## config.mk

```make
export PLATFORM = sky130hd
export DESIGN_NAME = keypad_encoder
export DESIGN_NICKNAME = d
export VERILOG_FILES = /design/src/rtl/keypad_encoder.sv
export SDC_FILE = /design/constraint.sdc
export NUM_CORES = 1
export LEC_CHECK = 0
export ABC_CLOCK_PERIOD_IN_PS = 2500
export CAP_MARGIN = 40
export CORE_ASPECT_RATIO = 0.6
export CORE_UTILIZATION = 50
export DETAILED_ROUTE_END_ITERATION = 10
export GPL_ROUTABILITY_DRIVEN = 0
export PLACE_DENSITY_LB_ADDON = 0.25
export SLEW_MARGIN = 25
export SYNTH_ARGS = -nofsm -noshare
export SYNTH_HDL_FRONTEND = slang
export SYNTH_SLANG_ARGS = --single-unit
export TNS_END_PERCENT = 1
```

## constraint.sdc

```tcl
create_clock -name clk -period 2.5 [get_ports clk]
set_clock_uncertainty 0.1 [all_clocks]
set_input_delay 0.625 -clock clk [delete_from_list [all_inputs] [get_ports clk]]
set_output_delay 0.625 -clock clk [all_outputs]
set_load 0.02 [all_outputs]
```

## src/rtl/keypad_encoder.sv

```systemverilog
// rtl/keypad_encoder.sv - 4x4 matrix keypad scanner with debounce and key encoding
//
// Drives one keypad column low at a time, samples the rows once per dwell
// period and debounces both press and release before reporting a key.
//
// Ports:
//   clk    - sole clock, all state on the rising edge
//   rst_n  - asynchronous active-low reset
//   row    - row sense, active-low, asynchronous to clk
//   col    - column drive, active-low, exactly one bit low
//   out    - last accepted key code {row_idx, col_idx}
//   valid  - one-cycle strobe when out takes a newly accepted key
//   held   - high while the accepted key remains pressed
module keypad_encoder #(
  parameter int SCAN_DIV = 1000,
  parameter int DEBOUNCE = 4
) (
  input  logic       clk,
  input  logic       rst_n,
  input  logic [3:0] row,
  output logic [3:0] col,
  output logic [3:0] out,
  output logic       valid,
  output logic       held
);

  localparam int DW = (SCAN_DIV > 1) ? $clog2(SCAN_DIV) : 1;
  localparam int MW = $clog2(DEBOUNCE + 1);
  localparam logic [DW-1:0] DIV_LAST  = DW'(SCAN_DIV - 1);
  localparam logic [MW-1:0] MATCH_MAX = MW'(DEBOUNCE);

  typedef enum logic [1:0] {
    S_SCAN,
    S_DEBOUNCE,
    S_PRESSED,
    S_RELEASE
  } state_t;

  state_t          state, state_d;
  logic [3:0]      row_s1, row_s2;
  logic [DW-1:0]   div_cnt;
  logic [1:0]      col_idx, col_idx_d;
  logic [1:0]      cand_row, cand_row_d;
  logic [MW-1:0]   mcnt, mcnt_d;
  logic [3:0]      out_d;
  logic            valid_d, held_d;
  logic            sample;
  logic            any_low;
  logic            cand_low;
  logic [1:0]      low_idx;

  assign col      = ~(4'b0001 << col_idx);
  assign sample   = (div_cnt == DIV_LAST);
  assign any_low  = ~&row_s2;
  assign cand_low = ~row_s2[cand_row];

  // Lowest-numbered low row wins when several rows in a column are pressed.
  always_comb begin
    low_idx = 2'd3;
    if (!row_s2[0])      low_idx = 2'd0;
    else if (!row_s2[1]) low_idx = 2'd1;
    else if (!row_s2[2]) low_idx = 2'd2;
  end

  // Synchronizer and free-running dwell counter.
  always_ff @(posedge clk or negedge rst_n) begin
    if (!rst_n) begin
      row_s1  <= 4'hf;
      row_s2  <= 4'hf;
      div_cnt <= '0;
    end else begin
      row_s1  <= row;
      row_s2  <= row_s1;
      div_cnt <= sample ? '0 : div_cnt + DW'(1);
    end
  end

  always_ff @(posedge clk or negedge rst_n) begin
    if (!rst_n) begin
      state    <= S_SCAN;
      col_idx  <= 2'd0;
      cand_row <= 2'd0;
      mcnt     <= '0;
      out      <= 4'h0;
      valid    <= 1'b0;
      held     <= 1'b0;
    end else begin
      state    <= state_d;
      col_idx  <= col_idx_d;
      cand_row <= cand_row_d;
      mcnt     <= mcnt_d;
      out      <= out_d;
      valid    <= valid_d;
      held     <= held_d;
    end
  end

  // A full match count is acted on at the clock after it is reached, so the
  // count never needs to grow past DEBOUNCE (increments only happen below it).
  always_comb begin
    state_d    = state;
    col_idx_d  = col_idx;
    cand_row_d = cand_row;
    mcnt_d     = mcnt;
    out_d      = out;
    valid_d    = 1'b0;
    held_d     = held;
    case (state)
      S_SCAN: begin
        if (sample) begin
          if (any_low) begin
            cand_row_d = low_idx;
            mcnt_d     = MW'(1);
            state_d    = S_DEBOUNCE;
          end else begin
            col_idx_d = col_idx + 2'd1;
          end
        end
      end
      S_DEBOUNCE: begin
        if (mcnt == MATCH_MAX) begin
          out_d   = {cand_row, col_idx};
          valid_d = 1'b1;
          held_d  = 1'b1;
          mcnt_d  = '0;
          state_d = S_PRESSED;
        end else if (sample) begin
          if (cand_low) begin
            mcnt_d = mcnt + MW'(1);
          end else begin
            mcnt_d    = '0;
            col_idx_d = col_idx + 2'd1;
            state_d   = S_SCAN;
          end
        end
      end
      S_PRESSED: begin
        if (sample && !cand_low) begin
          mcnt_d  = MW'(1);
          state_d = S_RELEASE;
        end
      end
      S_RELEASE: begin
        if (mcnt == MATCH_MAX) begin
          held_d    = 1'b0;
          col_idx_d = 2'd0;
          mcnt_d    = '0;
          state_d   = S_SCAN;
        end else if (sample) begin
          if (!cand_low) begin
            mcnt_d = mcnt + MW'(1);
          end else begin
            mcnt_d  = '0;
            state_d = S_PRESSED;
          end
        end
      end
      default: state_d = S_SCAN;
    endcase
  end

endmodule

```

# ---- Yosys cells after proc, flatten, opt, wreduce, memory -nomap -nowiden
# Index checks and enable logic that the tools add are counted.
dict set report word_totals {
  reg_bits 33
  elab_cells 84
  input_bits 6
  out_inout_bits 10
}
dict set report classes {
  muxes 38
  bitwise_logic 2
  n_lt_le_gt_ge 1
  shift 1
  reduce_logical 11
  eq_ne 18
  addsub 3
}
# cell count
set ops {}
lappend ops {{2-bit 2-to-1 mux} 17}
lappend ops {{3-bit 2-to-1 mux} 9}
lappend ops {{2-bit != test (second input constant)} 9}
lappend ops {{7-bit AND reduction} 2}
lappend ops {{3-bit != test (second input constant)} 4}
lappend ops {{3-bit one-hot mux with 4 select lines} 1}
lappend ops {{10-bit by 1-bit adder with 10-bit output (second input constant)} 1}
lappend ops {{10-bit == test (second input constant)} 1}
lappend ops {{10-bit 2-to-1 mux} 1}
lappend ops {{2-bit one-hot mux with 4 select lines} 1}
lappend ops {{1-bit 2-to-1 mux} 6}
lappend ops {{2-bit one-hot mux with 3 select lines} 1}
lappend ops {{3-bit AND reduction} 2}
lappend ops {{5-bit AND reduction} 1}
lappend ops {{2-bit == test (second input constant)} 2}
lappend ops {{4-bit NOT} 1}
lappend ops {{4-bit AND reduction} 1}
lappend ops {{1-bit by 2-bit left shift with 4-bit output (first input constant)} 1}
lappend ops {{3-bit by 1-bit adder with 3-bit output (second input constant)} 1}
lappend ops {{3-bit == test (second input constant)} 1}
lappend ops {{2-bit by 3-bit less-than comparator with 1-bit output (second input constant)} 1}
lappend ops {{3-bit nonzero test} 1}
lappend ops {{2-bit by 1-bit adder with 2-bit output (second input constant)} 1}
lappend ops {{1-bit binary-select mux with 2-bit select} 1}
lappend ops {{other kinds (7)} 7}

# ---- Longest topological paths before layout
dict set report depth {
  depth_word 6
  depth_mapped 7
  depth_no_buf 7
}

# ---- Least setup slack after synthesis
# OpenSTA, ideal clock, no wires.
dict set report synth_path {
  path_kind {reg2reg}
  startpoint {register div_cnt[3]}
  endpoint {register col_idx[0]}
  path_buffers 1
  path_stages_with_launch 7
  t_required_ns 2.275
  synth_period_minus_slack_ns 1.773
  setup_ns 0.125
  slack_ns 0.727
  t_arrival_ns 1.548
  path_cell_list {dfrtp_1 and4bb_1 and3_1 buf_2 o221ai_1 nor2_2 mux2_4}
}
dict set report synth_between {
  elab_chain_len 3
  word_cells_on_any_way 4
  cone_classes {eq/ne (3); reduce/logical (1)}
}
# element line_no
set synth_rtl {}
lappend synth_rtl {{start, declared} 41} ;# logic [DW-1:0] div_cnt;
lappend synth_rtl {{start signal, assigned} 74} ;# div_cnt <= sample ? '0 : div_cnt + DW'(1);
lappend synth_rtl {{10-bit == test *} 53} ;# assign sample = (div_cnt == DIV_LAST);
lappend synth_rtl {{2-bit != test (no source line)} --}
lappend synth_rtl {{7-bit AND reduction (no source line) *} --}
lappend synth_rtl {{end signal, assigned} 89} ;# col_idx <= col_idx_d;
lappend synth_rtl {{end, declared} 42} ;# logic [1:0] col_idx, col_idx_d;
# Mark *: on every way between the ends. The rest lies on a longest branch, timed or not.
# A chain may end at the register's enable or synchronous reset.

# ---- Worst setup path after layout
dict set report layout_path {
  startpoint {register col_idx[0]}
  endpoint {output port col[0]}
}
dict set report layout_between {
  elab_chain_len 2
}
# element line_no
set layout_rtl {}
lappend layout_rtl {{1-bit by 2-bit left shift with 4-bit output} 52} ;# assign col = ~(4'b0001 << col_idx);
lappend layout_rtl {{4-bit NOT} 52}
lappend layout_rtl {{end, declared} 21} ;# output logic [3:0] col,
# No other way between the ends.

==> metrics.md <==
| Metric | Value |
|---|---|
| Site Rows | `15` |
| Hold_ws | `255 ps` |
| Starting Density | `53.8%` |
| Worst Min Path Start | `row_s1[1]` |
| Vias in the first global route | `1031` |
| First-pass GRT wire length | `4.60 mm` |
| Root buffer cell | `clkbuf_8` |
| Worst slew margin | `70.8%` |
| Setup slack, reg-to-reg | `540 ps` |
| Syn Nets | `155` |
| Required @ worst endpoint | `1770 ps` |
| Clk slew on worst S/H paths | `60 ps` |
| Die width | `74.5 µm` |
| Unrepaired setup endpoints after global routing | `no` |
| Hold Path Sink | `row_s2[1]` |
| Port bufs | `15` |
| Final instance area | `~1900 µm²` |
| Clock power frac | `between 30 and 40%` |
| Maxcap violations | `0` |
| Final hold viol count | `0` |
| Remaining global-route overflow | `0` |
| Cells after Synth | `around 140` |
| Final setup TNS | `0 ps` |
| Routed len/inst | `13.1 µm` |
| Hold WC Path Type | `reg2reg` |
| Crit path arrival time | `between 1500 and 2000 ps` |
| Clock buffer depth | `2` |
| Clock Sinks | `33` |
| R2r endpoint | `mcnt[2]` |
| Top FF cell, synth | `dfrtp_1` |
| Via count | `1091` |
| Cell taking the most area after synthesis | `dfrtp_1` |
| Distinct cells, synth | `41` |
| Leakage power | `0.801 nW` |
| Pwr Density | `515 nW/µm²` |
| Hpwl dp | `1.96 mm` |
| Area contributors post-synth | `dfrtp_1 40%, dfstp_2 13%, ha_1 5.6%` |
| Share of cells above drive strength 1 | `16.0%` |
| Hold path depth | `0` |
| Share of the synthesized area in the top cell type | `39.7%` |
| Die Y | `approximately 45 µm` |
| Ys async rst share | `100%` |
| DRT iter0 DRCs | `91` |
| Num CTS Buffers | `5` |
| Die area | `3390 µm²` |
| Post-layout min period | `2400 ps` |
| Clk_lat worst skew | `between 200 and 300 ps` |
| Crit path launch type | `flop` |
| Setup violators final | `0` |
| F_max | `417 MHz` |
| Max VDD drop | `between 0.0003 and 0.0004 V` |
| Drt pass-1 iters | `4` |
| Routed WL | `2.68 mm` |
| Core Box Area | `2930 µm²` |
| Hold_buf cts | `0` |
| FF-to-FF Start | `mcnt[0]` |
| Kind of critical path | `reg2out` |
| Ys Warns | `0` |
| EDFF count, synth | `0` |
| Tot Pwr | `953 µW` |
| Register bit total from synthesis | `33` |
| Least-Margin Pin Slew | `438 ps` |
| Placed inst area | `1770 µm²` |
| Post-CTS setup repair buffer count | `0` |
| Largest net degree at the start of global routing | `34` |
| # IOs | `16` |
| Largest fanout on the critical path | `5` |
| Number of antenna-violating nets in the routed design | `0` |
| DR vias/cell | `between 5 and 6` |
| Sequential power share | `57.8%` |
| Worst Reg-to-Reg Cells | `7` |
| Sw Ratio | `between 20% and 30%` |
| Register area share after synthesis | `53.1%` |
| Mapped Avg Cell Area | `11.1 µm²` |
| Net Sw Power | `202 µW` |
| Fin nets | `175` |
| Area growth syn-to-layout | `17.5%` |
| Post-Syn Area | `1580 µm²` |
| Status | `finished clean` |
| H-tree Lvls | `2` |
| Final Max Slew Viols | `0` |
| Internal power | `751 µW` |
| Post-cts sizing count | `0` |
| DRC errors left | `0` |
| Antenna violations before repair | `0` |
| N_diodes | `0` |
| Tcrit/Tclk final | `95.8%` |
| CP Capture Type | `output port` |
| GRT Overall Usage | `between 10% and 20%` |
| CTS tree | `yes` |
| Combinational share of power | `2.7%` |
area by class of cell:
cell class,count,area (µm²)
Fill cell,237,1080
Tap cell,42,52.6
Clock inverter,2,10.0
Multi-Input combinational cell,93,669
Timing Repair Buffer,17,165
Inverter,12,45.0
Sequential cell,33,836
Clock buffer,6,72.6
through the flow:
step           setup WS, ps  cells  util [%]
3_3_place_gp            477    197      60.4
3_5_place_dp            381    197      60.4
2_1_floorplan           727    142         -
6_report                104    205      63.2
5_1_grt                24.8    205      63.2
4_1_cts                82.3    205      63.2
worst max-delay path by stage:
stage / startpoint / end / slack (ps) / depth (start not counted)
after global placement: col_idx[0] / col[0] / 480 / 4
after global routing: col_idx[0] / col[0] / 20 / 4
final: col_idx[0] / col[0] / 100 / 4
after CTS: col_idx[0] / col[0] / 80 / 4
after floorplan: div_cnt[3] / col_idx[0] / 730 / 6
after detailed placement: col_idx[0] / col[0] / 380 / 4
kinds of logic after synthesis:
family                     count (synthesis)  synth area share [%]
and+or+nand+nor                           51                  17.4
AOI/OAI and AO/OA                         23                  11.1
buffers and inverters                     16                  4.45
xor gates and xnor gates                   6                  3.34
adders and majority gates                  7                  5.56
muxes                                      6                  5.08
DFF                                       33                  53.1
sequential cells by signal (all words and copies together) (netlist names):
signal    count
row_s2        4
out           4
row_s1        4
cand_row      2
state         2
col_idx       2
mcnt          3
held          1
valid         1
div_cnt      10
critical path, stage by stage (launching register included):
cell	delay, ps
dfrtp_1	430
inv_1	100
ha_1	210
inv_1	60
clkdlybuf4s50_1	600
cell usage in the layout (no fill, tap or decap), drive strengths merged, types with 2 or more instances in the layout:
master	instances
clkinv	2
xnor2	2
nor2	8
mux2i	2
inv	12
ha	7
o21ai	10
and3	4
o21a	2
nand2	15
and2	2
o221ai	2
dfrtp	25
clkbuf	6
buf	2
nand4	2
mux2	3
nor2b	4
dfstp	8
clkdlybuf4s50	15
a21oi	3
xor2	4
nand3	9
cells in the mapped netlist, types with 2 or more instances:
| cell | n |
|---|---|
| a21oi_1 | 3 |
| and3_1 | 4 |
| nand2_1 | 15 |
| dfrtp_1 | 25 |
| xnor2_1 | 2 |
| mux2i_1 | 2 |
| o21ai_0 | 9 |
| o21a_1 | 2 |
| nand3_1 | 8 |
| nor2_1 | 7 |
| xor2_1 | 4 |
| inv_1 | 12 |
| nand4_1 | 2 |
| o221ai_1 | 2 |
| ha_1 | 7 |
| buf_2 | 2 |
| dfstp_2 | 8 |
| nor2b_1 | 4 |
| and2_1 | 2 |
per-layer routing:
layer | vias up | wire length (µm) | track usage, %
li1 | 524 | - | -
met1 | 532 | 1310 | 25.3
met2 | 27 | 1210 | 28.8
met3 | 8 | 112 | 6.64
met4 | 0 | 44 | 10.2
met5 | - | 0 | 0
power by group through the flow:
stage	Combinational (mW)	Sequential, mW	Clock [mW]
floorplan	0.00718	0.558	0
global placement	0.0269	0.559	0
detailed placement	0.0272	0.560	0
CTS	0.0272	0.550	0.389
global route	0.0296	0.551	0.412
finish	0.0261	0.550	0.376
(Power assumes the default switching activity.)
